## src/rtl/tuner_pkg.sv

```systemverilog
// Shared types for the tuner measurement sequencer: FSM states and the tuner verdict.
package tuner_pkg;

   localparam int NOTE_W    = 4;
   localparam int NUM_NOTES = 12;

   typedef enum logic [2:0] {
      IDLE,
      ARM,
      MEASURE,
      HANDOFF,
      WAIT_RES
   } state_e;

   typedef struct packed {
      logic [NOTE_W-1:0] note;
      logic              flat;
      logic              sharp;
      logic              in_tune;
   } verdict_t;

   function automatic logic note_in_range(input logic [NOTE_W-1:0] n);
      return int'(n) < NUM_NOTES;
   endfunction

endpackage

```

## src/rtl/tuner_edge_sync.sv

```systemverilog
// Two-flop synchronizer for the squared audio input plus a rising-edge pulse.
module tuner_edge_sync (
   input  logic clk,
   input  logic rst_n,
   input  logic sig_i,
   output logic rise_o
);

   logic [2:0] sync_q;
   logic [2:0] sync_d;

   assign sync_d = {sync_q[1:0], sig_i};

   always_ff @(posedge clk) begin
      if (!rst_n) sync_q <= '0;
      else        sync_q <= sync_d;
   end

   // sync_q[2] is the edge register; the pulse is consumed on the third clk after the rise
   assign rise_o = sync_q[1] & ~sync_q[2];

endmodule

```

## src/rtl/tuner_meas_ctrl.sv

```systemverilog
// Measurement sequencer in front of note_tuner: times PERIODS input periods, hands the count
// off, collects the verdict and drives the display. Define TUNER_CTRL_HYST_EN for verdict hysteresis.
module tuner_meas_ctrl
   import tuner_pkg::*;
#(
   parameter int CNT_W       = 32,
   parameter int PERIODS     = 8,
   parameter int TIMEOUT_CYC = 4_000_000,
   parameter int STABLE_N    = 3
) (
   input  logic              clk,
   input  logic              rst_n,
   input  logic              on,
   input  logic              sig_in,
   output logic              meas_valid,
   input  logic              meas_ready,
   output logic [CNT_W-1:0]  meas_cnt,
   output logic              tuner_on,
   input  logic              res_valid,
   input  logic [NOTE_W-1:0] res_note,
   input  logic              res_flat,
   input  logic              res_sharp,
   input  logic              res_in_tune,
   output logic              disp_valid,
   output logic [NOTE_W-1:0] disp_note,
   output logic              disp_flat,
   output logic              disp_sharp,
   output logic              disp_in_tune,
   output logic              silence
);

   localparam int EW = $clog2(PERIODS) + 1;
   localparam int TW = $clog2(TIMEOUT_CYC + 1);

   if (PERIODS < 1 || (PERIODS & (PERIODS - 1)) != 0 || STABLE_N < 1) begin : g_bad_cfg
      $error("tuner_meas_ctrl: PERIODS must be a power of two and STABLE_N >= 1");
   end

   state_e            state_q, state_d;
   logic              rise;
   logic [CNT_W-1:0]  cyc_q, cyc_d;
   logic [CNT_W-1:0]  meas_q, meas_d;
   logic [EW-1:0]     edge_q, edge_d;
   logic [TW-1:0]     idle_q, idle_d;
   logic              silence_q, silence_d;
   logic              dvld_q, dvld_d;
   verdict_t          disp_q, disp_d;
   verdict_t          res_v;
   logic              timing, timeout, last_rise, cyc_sat, xfer, accept, update;

   tuner_edge_sync u_sync (
      .clk    (clk),
      .rst_n  (rst_n),
      .sig_i  (sig_in),
      .rise_o (rise)
   );

   assign res_v     = {res_note, res_flat, res_sharp, res_in_tune};
   assign timing    = (state_q == ARM) || (state_q == MEASURE);
   // a rise arriving on the timeout cycle wins
   assign timeout   = timing && !rise && (idle_q == TW'(TIMEOUT_CYC - 1));
   assign last_rise = (state_q == MEASURE) && rise && (edge_q == EW'(PERIODS - 1));
   assign cyc_sat   = &cyc_q;
   assign xfer      = (state_q == HANDOFF) && meas_ready;
   assign accept    = (state_q == WAIT_RES) && res_valid;

   always_ff @(posedge clk) begin
      if (!rst_n) state_q <= IDLE;
      else        state_q <= state_d;
   end

   always_comb begin
      state_d = state_q;
      if (!on) begin
         state_d = IDLE;
      end else begin
         case (state_q)
            IDLE:     state_d = ARM;
            ARM:      if (rise) state_d = MEASURE;
            MEASURE: begin
               if (last_rise)    state_d = cyc_sat ? ARM : HANDOFF;
               else if (timeout) state_d = ARM;
            end
            HANDOFF:  if (xfer)   state_d = WAIT_RES;
            WAIT_RES: if (accept) state_d = ARM;
            default:  state_d = IDLE;
         endcase
      end
   end

   always_comb begin
      tuner_on   = (state_q != IDLE);
      meas_valid = (state_q == HANDOFF);
   end

`ifdef TUNER_CTRL_HYST_EN
   localparam int MW = $clog2(STABLE_N + 1);

   verdict_t      last_q, last_d;
   logic [MW-1:0] match_q, match_d, match_inc;

   always_comb begin
      match_inc = MW'(1);
      if (match_q != '0 && res_v == last_q)
         match_inc = (match_q == MW'(STABLE_N)) ? match_q : match_q + 1'b1;
      last_d  = last_q;
      match_d = match_q;
      if (!on || timeout) begin
         match_d = '0;
      end else if (accept) begin
         last_d  = res_v;
         match_d = match_inc;
      end
   end

   assign update = accept && (match_inc == MW'(STABLE_N));

   always_ff @(posedge clk) begin
      if (!rst_n) begin
         last_q  <= '0;
         match_q <= '0;
      end else begin
         last_q  <= last_d;
         match_q <= match_d;
      end
   end
`else
   assign update = accept;
`endif

   always_comb begin
      cyc_d     = cyc_q;
      edge_d    = edge_q;
      meas_d    = meas_q;
      idle_d    = '0;
      silence_d = silence_q;
      dvld_d    = dvld_q;
      disp_d    = disp_q;

      if (timing) idle_d = (rise || timeout) ? '0 : idle_q + 1'b1;

      if (state_q == ARM && rise) begin
         cyc_d  = '0;
         edge_d = '0;
      end
      if (state_q == MEASURE) begin
         if (!cyc_sat)              cyc_d  = cyc_q + 1'b1;
         if (rise)                  edge_d = edge_q + 1'b1;
         if (last_rise && !cyc_sat) meas_d = cyc_q + 1'b1;
      end

      if (rise) silence_d = 1'b0;
      if (timeout) begin
         silence_d = 1'b1;
         dvld_d    = 1'b0;
      end
      if (update) begin
         disp_d = res_v;
         dvld_d = 1'b1;
      end

      if (!on) begin
         idle_d    = '0;
         silence_d = 1'b0;
         dvld_d    = 1'b0;
      end
   end

   always_ff @(posedge clk) begin
      if (!rst_n) begin
         cyc_q     <= '0;
         edge_q    <= '0;
         meas_q    <= '0;
         idle_q    <= '0;
         silence_q <= 1'b0;
         dvld_q    <= 1'b0;
         disp_q    <= '0;
      end else begin
         cyc_q     <= cyc_d;
         edge_q    <= edge_d;
         meas_q    <= meas_d;
         idle_q    <= idle_d;
         silence_q <= silence_d;
         dvld_q    <= dvld_d;
         disp_q    <= disp_d;
      end
   end

   assign meas_cnt     = meas_q;
   assign silence      = silence_q;
   assign disp_valid   = dvld_q;
   assign disp_note    = disp_q.note;
   assign disp_flat    = disp_q.flat;
   assign disp_sharp   = disp_q.sharp;
   assign disp_in_tune = disp_q.in_tune;

endmodule

```

## config.mk

```make
export PLATFORM = sky130hd
export DESIGN_NAME = tuner_meas_ctrl
export DESIGN_NICKNAME = d
export VERILOG_FILES = /design/src/rtl/tuner_pkg.sv /design/src/rtl/tuner_edge_sync.sv /design/src/rtl/tuner_meas_ctrl.sv
export SDC_FILE = /design/constraint.sdc
export NUM_CORES = 1
export LEC_CHECK = 0
export CAP_MARGIN = 15
export CORE_AREA = 4 4 133 135
export DETAILED_ROUTE_END_ITERATION = 16
export DIE_AREA = 0 0 137 139
export PLACE_DENSITY_LB_ADDON = 0.3
export SYNTH_ARGS = -nofsm -noshare
export SYNTH_HDL_FRONTEND = slang
export SYNTH_SLANG_ARGS = --single-unit
export TNS_END_PERCENT = 50
```

## constraint.sdc

```tcl
create_clock -name clk -period 7.1 [get_ports clk]
set_input_delay 1.42 -clock clk [delete_from_list [all_inputs] [get_ports clk]]
set_output_delay 1.42 -clock clk [all_outputs]
set_load 0.03 [all_outputs]
```

After elaboration in Yosys (flattened, before gate mapping)
Cells that the tools add are included.

cells by class
  mux-type cells = 17
  $add $sub $neg = 3
  reductions and logical operators = 21
  bitwise gates (word level) = 5
  eq/ne operators = 10

operator list
  kind                     number
  $mux W32                 3
  $add A32 B1 Y32 const B  1
  $reduce_and A32 Y1       1
  $add A22 B1 Y22 const B  1
  $eq A22 B22 Y1 const B   1
  $mux W3                  5
  $pmux W3 S5              1
  $mux W4                  3
  $logic_and A1 B1 Y1      8
  $eq A3 B2 Y1 const B     2
  $add A4 B1 Y4 const B    1
  $eq A4 B3 Y1 const B     1
  $mux W1                  4
  $ne A2 B2 Y1 const B     2
  $not A1 Y1               4
  $reduce_and A2 Y1        2
  $reduce_and A4 Y1        1
  $reduce_bool A2 Y1       2
  $reduce_or A4 Y1         1
  $eq A3 B1 Y1 const B     1
  $eq A3 B3 Y1 const B     1
  $logic_not A3 Y1         1
  $ne A3 B3 Y1 const B     1
  $reduce_bool A3 Y1       1
  5 further kinds          7

word-level totals
  output and inout bits = 43
  word-level logic and storage cells = 68
  input bits = 13
  register bits = 105

Longest topological paths before layout
Gate-level depths: netlist of run 1.

  word-level depth = 8
  gate-level depth with buffers = 9

By module
Synthesis of run 1 repeated with hierarchy kept, for this count alone.

unflattened totals
  cells, all modules = 571
  area total of the unflattened synthesis = 5074.9 um^2

by module, submodules not included
  module           cells each  times used  area an instance (um^2)
  tuner_meas_ctrl  564         1           4982.3
  tuner_edge_sync  7           1           92.6

Worst setup path before layout of run 1
No wires, ideal clock.

  kind = flip-flop to output port
  start = register state_q[0]
  end = output meas_valid
  arrival time = 1.127 ns
  slack = 4.553 ns
  path buffers = 1
  stages on the path, launching flop included = 4
  cells stage by stage = dfxtp_1 -> clkbuf_1 -> nor2b_1 -> and2_1

on the way
  word-level cells in the longest chain between the ends = 1

RTL lines
  what                    RTL line               source
  start, declared         tuner_meas_ctrl.sv:39  state_e state_q, state_d;
  start signal, assigned  tuner_meas_ctrl.sv:69  else state_q <= state_d;
  $eq A3 B2 Y1            tuner_meas_ctrl.sv:93  meas_valid = (state_q == HANDOFF);
  end, declared           tuner_meas_ctrl.sv:15  output logic meas_valid,

Every way passes these cells.

==> flow_metrics.tcl, run 1 <==
set metrics [dict create \
    antenna_left 0 \
    cap_viol_max_count 0 \
    relSlewSlack_pct 29.9 \
    startpoint_type "primary input" \
    dp_hpwl_mm 8.97 \
    required_ps 7400 \
    syn_avg_cell_area_um2 8.47 \
    synth_cells 592 \
    place_worst_setup_slack_ps 2040 \
    r2r_cells 7 \
    grt_pass1_wl_mm 21.5 \
    fin_nets 634 \
    cts_setup_buffers 0 \
    crit_type "primary input to flop" \
    finalClockSkew_ps 9.68 \
    final_cells 843 \
    antenna_found_initial 0 \
    via_per_inst 5.27 \
    row_count 47 \
    die_h_um 139 \
    placed_cells 827 \
    post_cts_resized 0 \
    end_kind "flop" \
    path_clk_slew_ps 70 \
    yosysMostFrequentCell "dfxtp_1" \
    finalCriticalPeriod_ps 4650 \
    r2r_start "cyc_q[0]$_SDFF_PN0_" \
    vdd_ir_drop_max_uv 115 \
    synthArstFlopShare_pct 0 \
    io_buffers 55 \
    place_congestion 0.816 \
    start_util_pct 30.5 \
    yosysUniqueCellTypes 55 \
    hold_start "u_sync.sync_q[0]$_SDFF_PN0_" \
    overflow 0 \
    wl_mm 13.0 \
    cts-root-buf "clkbuf_16" \
    drt_pass1_iterations 5 \
    grtUsageTotal_pct 13.9 \
    die-area_mm2 0.0190 \
    status "finished, final reports clean" \
    ctsLongestPathBuffers 2 \
    seq_area_frac_synth_pct 41.9 \
    core_area_mm2 0.0165 \
    wl_per_cell_um 15.4 \
    postCtsHoldBufs 0 \
    cts_tree "yes" \
    drc 0 \
    drive_gt1_share_pct 4.98 \
    yosysWarnings 0 \
    critPathSlowestCell "clkdlybuf4s50_1" \
    post-synth-top-area-cell "dfxtp_1" \
    setup_viol 0 \
    maxSlewViolCount 0 \
    hold_depth 1 \
    grt_max_degree 32 \
    total_power_mw 1.21 \
    rrSetupSlack_ps 3420 \
    p_per_area_mw_per_mm2 200 \
    hold_ws_ps 438 \
    post-route-period-util_pct 65.5 \
    setup_ws_ps 2450 \
    grt_pass1_vias 4374 \
    insertion_delay_ps 360 \
    path_max_fanout 31 \
    ys_seq_elements 105 \
    rr_endpoint "cyc_q[12]$_SDFF_PN0_" \
    cp_slowest_stage_delay_ps 980 \
    vias 4441 \
    min_to "u_sync.sync_q[1]$_SDFF_PN0_" \
    fmax_mhz 215 \
    hold_violations 0 \
    synth_commonest_cells "105 x dfxtp_1, 58 x nand2_1, 58 x nor2_1" \
    synth_area_mm2 0.00501 \
    leakagePower_nw 1.93 \
    n_fill_cell 1661 \
    yosys_most_used_dff "dfxtp_1" \
    synth_top_area_share_pct 41.9 \
    path_cells "clkdlybuf4s50_1 > inv_1 > or2_2 > nor2_1 > buf_4 > mux2_2" \
    clock-sinks 105 \
    syn_nets 608 \
    hp-class "flop to flop" \
    io_pins 56 \
    tns_ps 0 \
    numCtsBuffers 9 \
    first_iter_violations 299 \
    rsz0062_at_grt "false" \
    synth_area_leaders "dfxtp_1 42%, a221o_1 5.6%, nand2_1 4.3%" \
    arrival_ps 4950 \
    die_w_um 137 \
    syn_to_final_growth_pct 20.6 \
    tightestPinTransition_ps 1040 \
    htree_levels 3 \
    synth_edf_count 0 \
    n_antenna_cell 0 \
]
-- through the flow --
step                      area [µm²]  utilization, %
after global routing            6050            36.7
after detailed placement        5700            34.6
after CTS                       6050            36.7
after floorplan                 5010               -
after global placement          5700            34.6
final                           6050            36.7
-- worst max path at each step --
stage                     depth (start not counted)              endpoint               startpoint
after floorplan                                   3            meas_valid  state_q[0]$_SDFFE_PN0P_
after global placement                            6   cyc_q[0]$_SDFF_PN0_                    rst_n
after detailed placement                          6   cyc_q[0]$_SDFF_PN0_                    rst_n
after CTS                                         6   cyc_q[0]$_SDFF_PN0_                    rst_n
after global routing                              6  cyc_q[30]$_SDFF_PN0_                    rst_n
final                                             6   cyc_q[0]$_SDFF_PN0_                    rst_n
-- power by group --
group          internal, mW  switching, mW
clock network         0.356          0.231
logic                0.0115         0.0190
registers             0.590        0.00240
-- cells in the final DEF, fill, tap and decap left out, drive strengths merged, types with 4 or more instances in the layout --
master / synthesis / layout
nor2b: 7 / 7
nor4b: 5 / 5
nand3: 21 / 21
and3: 9 / 9
buf: 16 / 4
inv: 7 / 8
a21oi: 33 / 33
o21ai: 24 / 24
a221o: 28 / 28
xor2: 15 / 15
o31ai: 6 / 6
a31oi: 4 / 4
nor3: 26 / 26
clkdlybuf4s50: 0 / 55
xnor2: 16 / 16
nor3b: 12 / 12
and2: 14 / 14
nor2: 58 / 58
clkbuf: 28 / 10
nor4: 24 / 24
or4: 11 / 11
nand2: 58 / 58
mux2i: 7 / 7
dfxtp: 105 / 105
or2: 4 / 4
nand4: 14 / 14
o21a: 5 / 5
o31a: 5 / 5
-- worst max-delay path, delay by kind of cell --
kind | cells | cell delay, ps
buffers and inverters | 3 | 2040
and+or+nand+nor | 2 | 1250
muxes | 1 | 210
-- final cells by class --
type / count / area, µm² / area share (%)
Clock inverter: 6 / 114 / 1.88
Clock buffer: 10 / 239 / 3.95
Tap cell: 220 / 275 / 4.55
Multi-Input combinational cell: 436 / 2710 / 44.8
Inverter: 7 / 26.3 / 0.434
Sequential cell: 105 / 2100 / 34.8
Timing Repair Buffer: 59 / 581 / 9.60
-- kinds of logic after synthesis --
logic type	count (synthesis)	share of synthesized area [%]
AND/OR/NAND/NOR	276	29.5
AO/OA/AOI/OAI	118	16.4
flip-flops	105	41.9
buffers and inverters	51	4.32
XOR/XNOR	31	5.41
multiplexers	8	1.62
adder cells (fa/ha/maj)	3	0.749
-- flip-flops by register name, summed over array words and instances, names as in the netlist --
register       flops
u_sync.sync_q      3
disp_note          4
silence            1
disp_flat          1
idle_q            22
edge_q             4
state_q            3
disp_in_tune       1
cyc_q             32
disp_valid         1
meas_cnt          32
disp_sharp         1
-- routing by layer --
| metal | part of all wire (%) | global-route usage (%) | wire, µm | vias to the layer above |
|---|---|---|---|---|
| li1 | - | - | - | 2221 |
| met1 | 46 | 17.6 | 5990 | 2104 |
| met2 | 49 | 23.0 | 6310 | 102 |
| met3 | 4.0 | 3.16 | 525 | 14 |
| met4 | 1.3 | 5.30 | 172 | 0 |
| met5 | 0 | 0 | 0 | - |
Power figures use the tool's default switching activity.
==> run 2: changes to the inputs <==
==> constraint.sdc (replaced) <==
create_clock -name clk -period 4.9 [get_ports clk]
set_input_delay 0.98 -clock clk [delete_from_list [all_inputs] [get_ports clk]]
set_output_delay 0.98 -clock clk [all_outputs]
set_load 0.03 [all_outputs]
==> flow_metrics.tcl, run 2 (same netlist as run 1, synthesis figures left out) <==
set metrics [dict create \
    fin_nets 638 \
    dp_hpwl_mm 8.93 \
    finalClockSkew_ps 12.8 \
    layout_common_cells "105 x dfxtp_1, 58 x nand2_1, 58 x nor2_1, 55 x clkdlybuf4s50_1, 33 x a21oi_1" \
    post_cts_resized 0 \
    multi_input_area_mm2 0.00271 \
    path_clk_slew_ps 70 \
    postCtsHoldBufs 0 \
    r2r_start "state_q[1]$_SDFFE_PN0P_" \
    n_antenna_cell 0 \
    vias 4498 \
    relSlewSlack_pct 30.7 \
    setup_viol 0 \
    tns_ps 0 \
    ctsLongestPathBuffers 2 \
    cts_setup_buffers 0 \
    maxSlewViolCount 0 \
    n_fill_cell 1668 \
    insertion_delay_ps 360 \
    die_h_um 139 \
    fmax_mhz 310 \
    die-area_mm2 0.0190 \
    r2r_cells 5 \
    p_per_area_mw_per_mm2 281 \
    finalCriticalPeriod_ps 3230 \
    place_congestion 0.806 \
    clock-sinks 105 \
    via_per_inst 5.31 \
    start_util_pct 30.5 \
    antenna_left 0 \
    first_iter_violations 275 \
    end_kind "flop" \
    rsz0062_at_grt "false" \
    numCtsBuffers 9 \
    startpoint_type "primary input" \
    leakagePower_nw 1.94 \
    final_cells 847 \
    htree_levels 3 \
    placed_cells 830 \
    row_count 47 \
    final_common_cell "dfxtp_1" \
    required_ps 5200 \
    crit_end "cyc_q[30]$_SDFF_PN0_" \
    syn_to_final_growth_pct 20.8 \
    hold_violations 0 \
    antenna_found_initial 0 \
    io_buffers 55 \
    io_pins 56 \
    drt_pass1_iterations 6 \
    core_area_mm2 0.0165 \
    path_max_fanout 31 \
    grt_pass1_vias 4384 \
    total_power_mw 1.71 \
    cts_tree "yes" \
    drc 0 \
    grt_max_degree 32 \
    post-route-period-util_pct 65.9 \
    cts-root-buf "clkbuf_16" \
    arrival_ps 3530 \
    drive_gt1_share_pct 5.58 \
    rrSetupSlack_ps 1700 \
    rr_endpoint "cyc_q[30]$_SDFF_PN0_" \
    overflow 0 \
    grt_pass1_wl_mm 22.0 \
    vdd_ir_drop_max_uv 152 \
    wl_per_cell_um 15.4 \
    crit_type "primary input to flop" \
    tightestPinTransition_ps 1040 \
    status "finished, final reports clean" \
    wl_mm 13.1 \
    regArea_mm2 0.00210 \
    cap_viol_max_count 0 \
    grtUsageTotal_pct 14.2 \
    crit_start "rst_n" \
    hold_ws_ps 436 \
    hp-class "flop to flop" \
    fin_util_pct 36.8 \
    die_w_um 137 \
]
==> run 2: cell count changes in the layout (fill, tap and decap cells not counted), sizes merged <==
| cell | change |
|---|---|
| clkinv | +1 |
| buf | +4 |
| bufinv | -1 |
| inv | +1 |
| clkbuf | -1 |
==> run 2: worst max-delay path: stages <==
cell             delay [ps]
clkdlybuf4s50_1         480
inv_1                    50
or2_2                   550
nor2_1                  880
buf_4                   390
a221o_1                 180
==> run 2: stage by stage <==
stage / setup WS, ps / cell area (µm²)
finish: 1670 / 6060
global placement: 1400 / 5720
global route: 1470 / 6060
floorplan: 2460 / 5010
detailed placement: 1290 / 5720
CTS: 1670 / 6040
==> run 2: report_power, final <==
group	switching, mW	internal, mW	leakage, nW	total [mW]
clock network	0.348	0.453	0.153	0.801
logic	0.0286	0.0176	0.944	0.0462
registers	0.00351	0.855	0.846	0.859
==> run 2: worst min path at each step <==
stage | start | end | slack [ps] | cells past startpoint
2_1_floorplan | u_sync.sync_q[0]$_SDFF_PN0_ | u_sync.sync_q[1]$_SDFF_PN0_ | 410 | 1
4_1_cts | u_sync.sync_q[0]$_SDFF_PN0_ | u_sync.sync_q[1]$_SDFF_PN0_ | 440 | 1
6_report | u_sync.sync_q[0]$_SDFF_PN0_ | u_sync.sync_q[1]$_SDFF_PN0_ | 440 | 1
5_1_grt | u_sync.sync_q[0]$_SDFF_PN0_ | u_sync.sync_q[1]$_SDFF_PN0_ | 460 | 1
3_3_place_gp | u_sync.sync_q[0]$_SDFF_PN0_ | u_sync.sync_q[1]$_SDFF_PN0_ | 420 | 1
3_5_place_dp | u_sync.sync_q[0]$_SDFF_PN0_ | u_sync.sync_q[1]$_SDFF_PN0_ | 420 | 1
==> run 2: per-layer routing <==
layer | vias to the layer above | routed length (µm) | GRT usage (%)
met1 | 2148 | 5980 | 18.6
li1 | 2228 | - | -
met2 | 102 | 6340 | 23.0
met3 | 20 | 563 | 3.66
met4 | 0 | 200 | 3.83
met5 | - | 0 | 0
==> run 2: final cells by class <==
type	count	area share (%)
Clock buffer	9	3.72
Clock inverter	7	1.67
Inverter	7	0.434
Multi-Input combinational cell	436	44.7
Sequential cell	105	34.7
Tap cell	220	4.54
Timing Repair Buffer	63	10.2
==> run 3: changes to the inputs <==
==> constraint.sdc (replaced) <==
create_clock -name clk -period 3 [get_ports clk]
set_input_delay 0.6 -clock clk [delete_from_list [all_inputs] [get_ports clk]]
set_output_delay 0.6 -clock clk [all_outputs]
set_load 0.03 [all_outputs]
==> flow_metrics.tcl, run 3 (same netlist as run 1, synthesis figures left out) <==
set metrics [dict create \
    tightestPinTransition_ps 743 \
    cap_viol_max_count 0 \
    leakagePower_nw 1.98 \
    die-area_mm2 0.0190 \
    layout_common_cells "105 x dfxtp_1, 58 x nand2_1, 58 x nor2_1, 55 x clkdlybuf4s50_1, 33 x a21oi_1" \
    rsz0062_at_grt "false" \
    start_util_pct 30.5 \
    place_congestion 0.834 \
    n_fill_cell 1683 \
    drt_pass1_iterations 4 \
    arrival_ps 2940 \
    die_w_um 137 \
    cts_tree "yes" \
    rrSetupSlack_ps 290 \
    post_cts_resized 0 \
    dpl-instance-area_mm2 0.00582 \
    end_kind "flop" \
    required_ps 3240 \
    ctsLongestPathBuffers 2 \
    fmax_mhz 370 \
    crit_type "flop to flop" \
    clock-sinks 105 \
    hold_violations 0 \
    r2r_start "cyc_q[0]$_SDFF_PN0_" \
    startpoint_type "flop" \
    n_antenna_cell 0 \
    wl_per_cell_um 15.5 \
    grtUsageTotal_pct 14.0 \
    antenna_found_initial 0 \
    cts-root-buf "clkbuf_16" \
    io_buffers 55 \
    met1_usage_pct 18.0 \
    grt_use_met2_pct 23.3 \
    crit_family "simple AND/OR/NAND/NOR gates" \
    numCtsBuffers 9 \
    hp-class "flop to flop" \
    vdd_ir_drop_max_uv 263 \
    tns_ps 0 \
    antenna_left 0 \
    use_met3_pct 3.63 \
    path_cells "ha_1 > nand4_4 > or4_4 > nor4_4 > buf_12 > and4b_1 > a221o_1" \
    drive_gt1_share_pct 7.21 \
    first_iter_violations 253 \
    grt_pass1_wl_mm 21.7 \
    wl_mm 13.3 \
    die_h_um 139 \
    dp_hpwl_mm 9.25 \
    setup_viol 0 \
    vias 4494 \
    final_common_cell "dfxtp_1" \
    io_pins 56 \
    grt_max_degree 32 \
    maxSlewViolCount 0 \
    finalClockSkew_ps 8.66 \
    stdcell_area_mm2 0.00610 \
    finalCriticalPeriod_ps 2710 \
    hold_start "u_sync.sync_q[0]$_SDFF_PN0_" \
    htree_levels 3 \
    path_max_fanout 23 \
    postCtsHoldBufs 0 \
    grt_pass1_vias 4312 \
    total_power_mw 2.61 \
    via_per_inst 5.24 \
    post-route-period-util_pct 90.2 \
    crit_start "cyc_q[0]$_SDFF_PN0_" \
    fin_util_pct 37.1 \
    critPathSlowestCell "or4_4" \
    row_count 47 \
    p_per_area_mw_per_mm2 428 \
    cts_setup_buffers 0 \
    drc 0 \
    relSlewSlack_pct 50.0 \
    path_clk_slew_ps 70 \
    insertion_delay_ps 350 \
    overflow 0 \
    core_area_mm2 0.0165 \
    cp_slowest_stage_delay_ps 530 \
    crit_buf_inv 1 \
    syn_to_final_growth_pct 21.7 \
    fin_nets 649 \
    busiest_layer "met2" \
    status "finished, final reports clean" \
]
## run 3: changes by cell type in the layout (fill, tap and decap cells not counted), sizes merged
cell,delta
clkbuf,+2
inv,-2
buf,+11
bufinv,-2
clkinv,+2
## run 3: area by class of cell
type	count	area (µm²)	share of cell area, %
sequential	105	2100	34.4
multi-input combinational	436	2710	44.4
timing repair buffer	74	706	11.6
inverter	7	26.3	0.431
clock inverter	5	30.0	0.492
tap	220	275	4.51
clock buffer	11	253	4.14
## run 3: final timing paths
check	endpoint	cells past startpoint
min reg2reg	u_sync.sync_q[1]$_SDFF_PN0_	1
min	u_sync.sync_q[1]$_SDFF_PN0_	1
max	cyc_q[18]$_SDFF_PN0_	7
max reg2reg	cyc_q[18]$_SDFF_PN0_	7
## run 3: through the flow
stage                     worst slack (ps)  std cells  hold slack (ps)
after global routing                   118        858              443
after global placement                 441        842              421
after floorplan                        557        592              412
after CTS                              295        858              437
after detailed placement               346        842              421
final                                  294        858              435
## run 3: power breakdown
group | internal [mW] | leakage, nW | switching, mW
sequential | 1.40 | 0.846 | 0.00444
combinational | 0.0319 | 0.996 | 0.0487
clock | 0.604 | 0.137 | 0.527
## run 3: routing by layer
metal  up-vias  routed length, µm
li1       2258                  -
met1      2135               6110
met4         0                145
met2        87               6510
met5         -                  0
met3        14                505
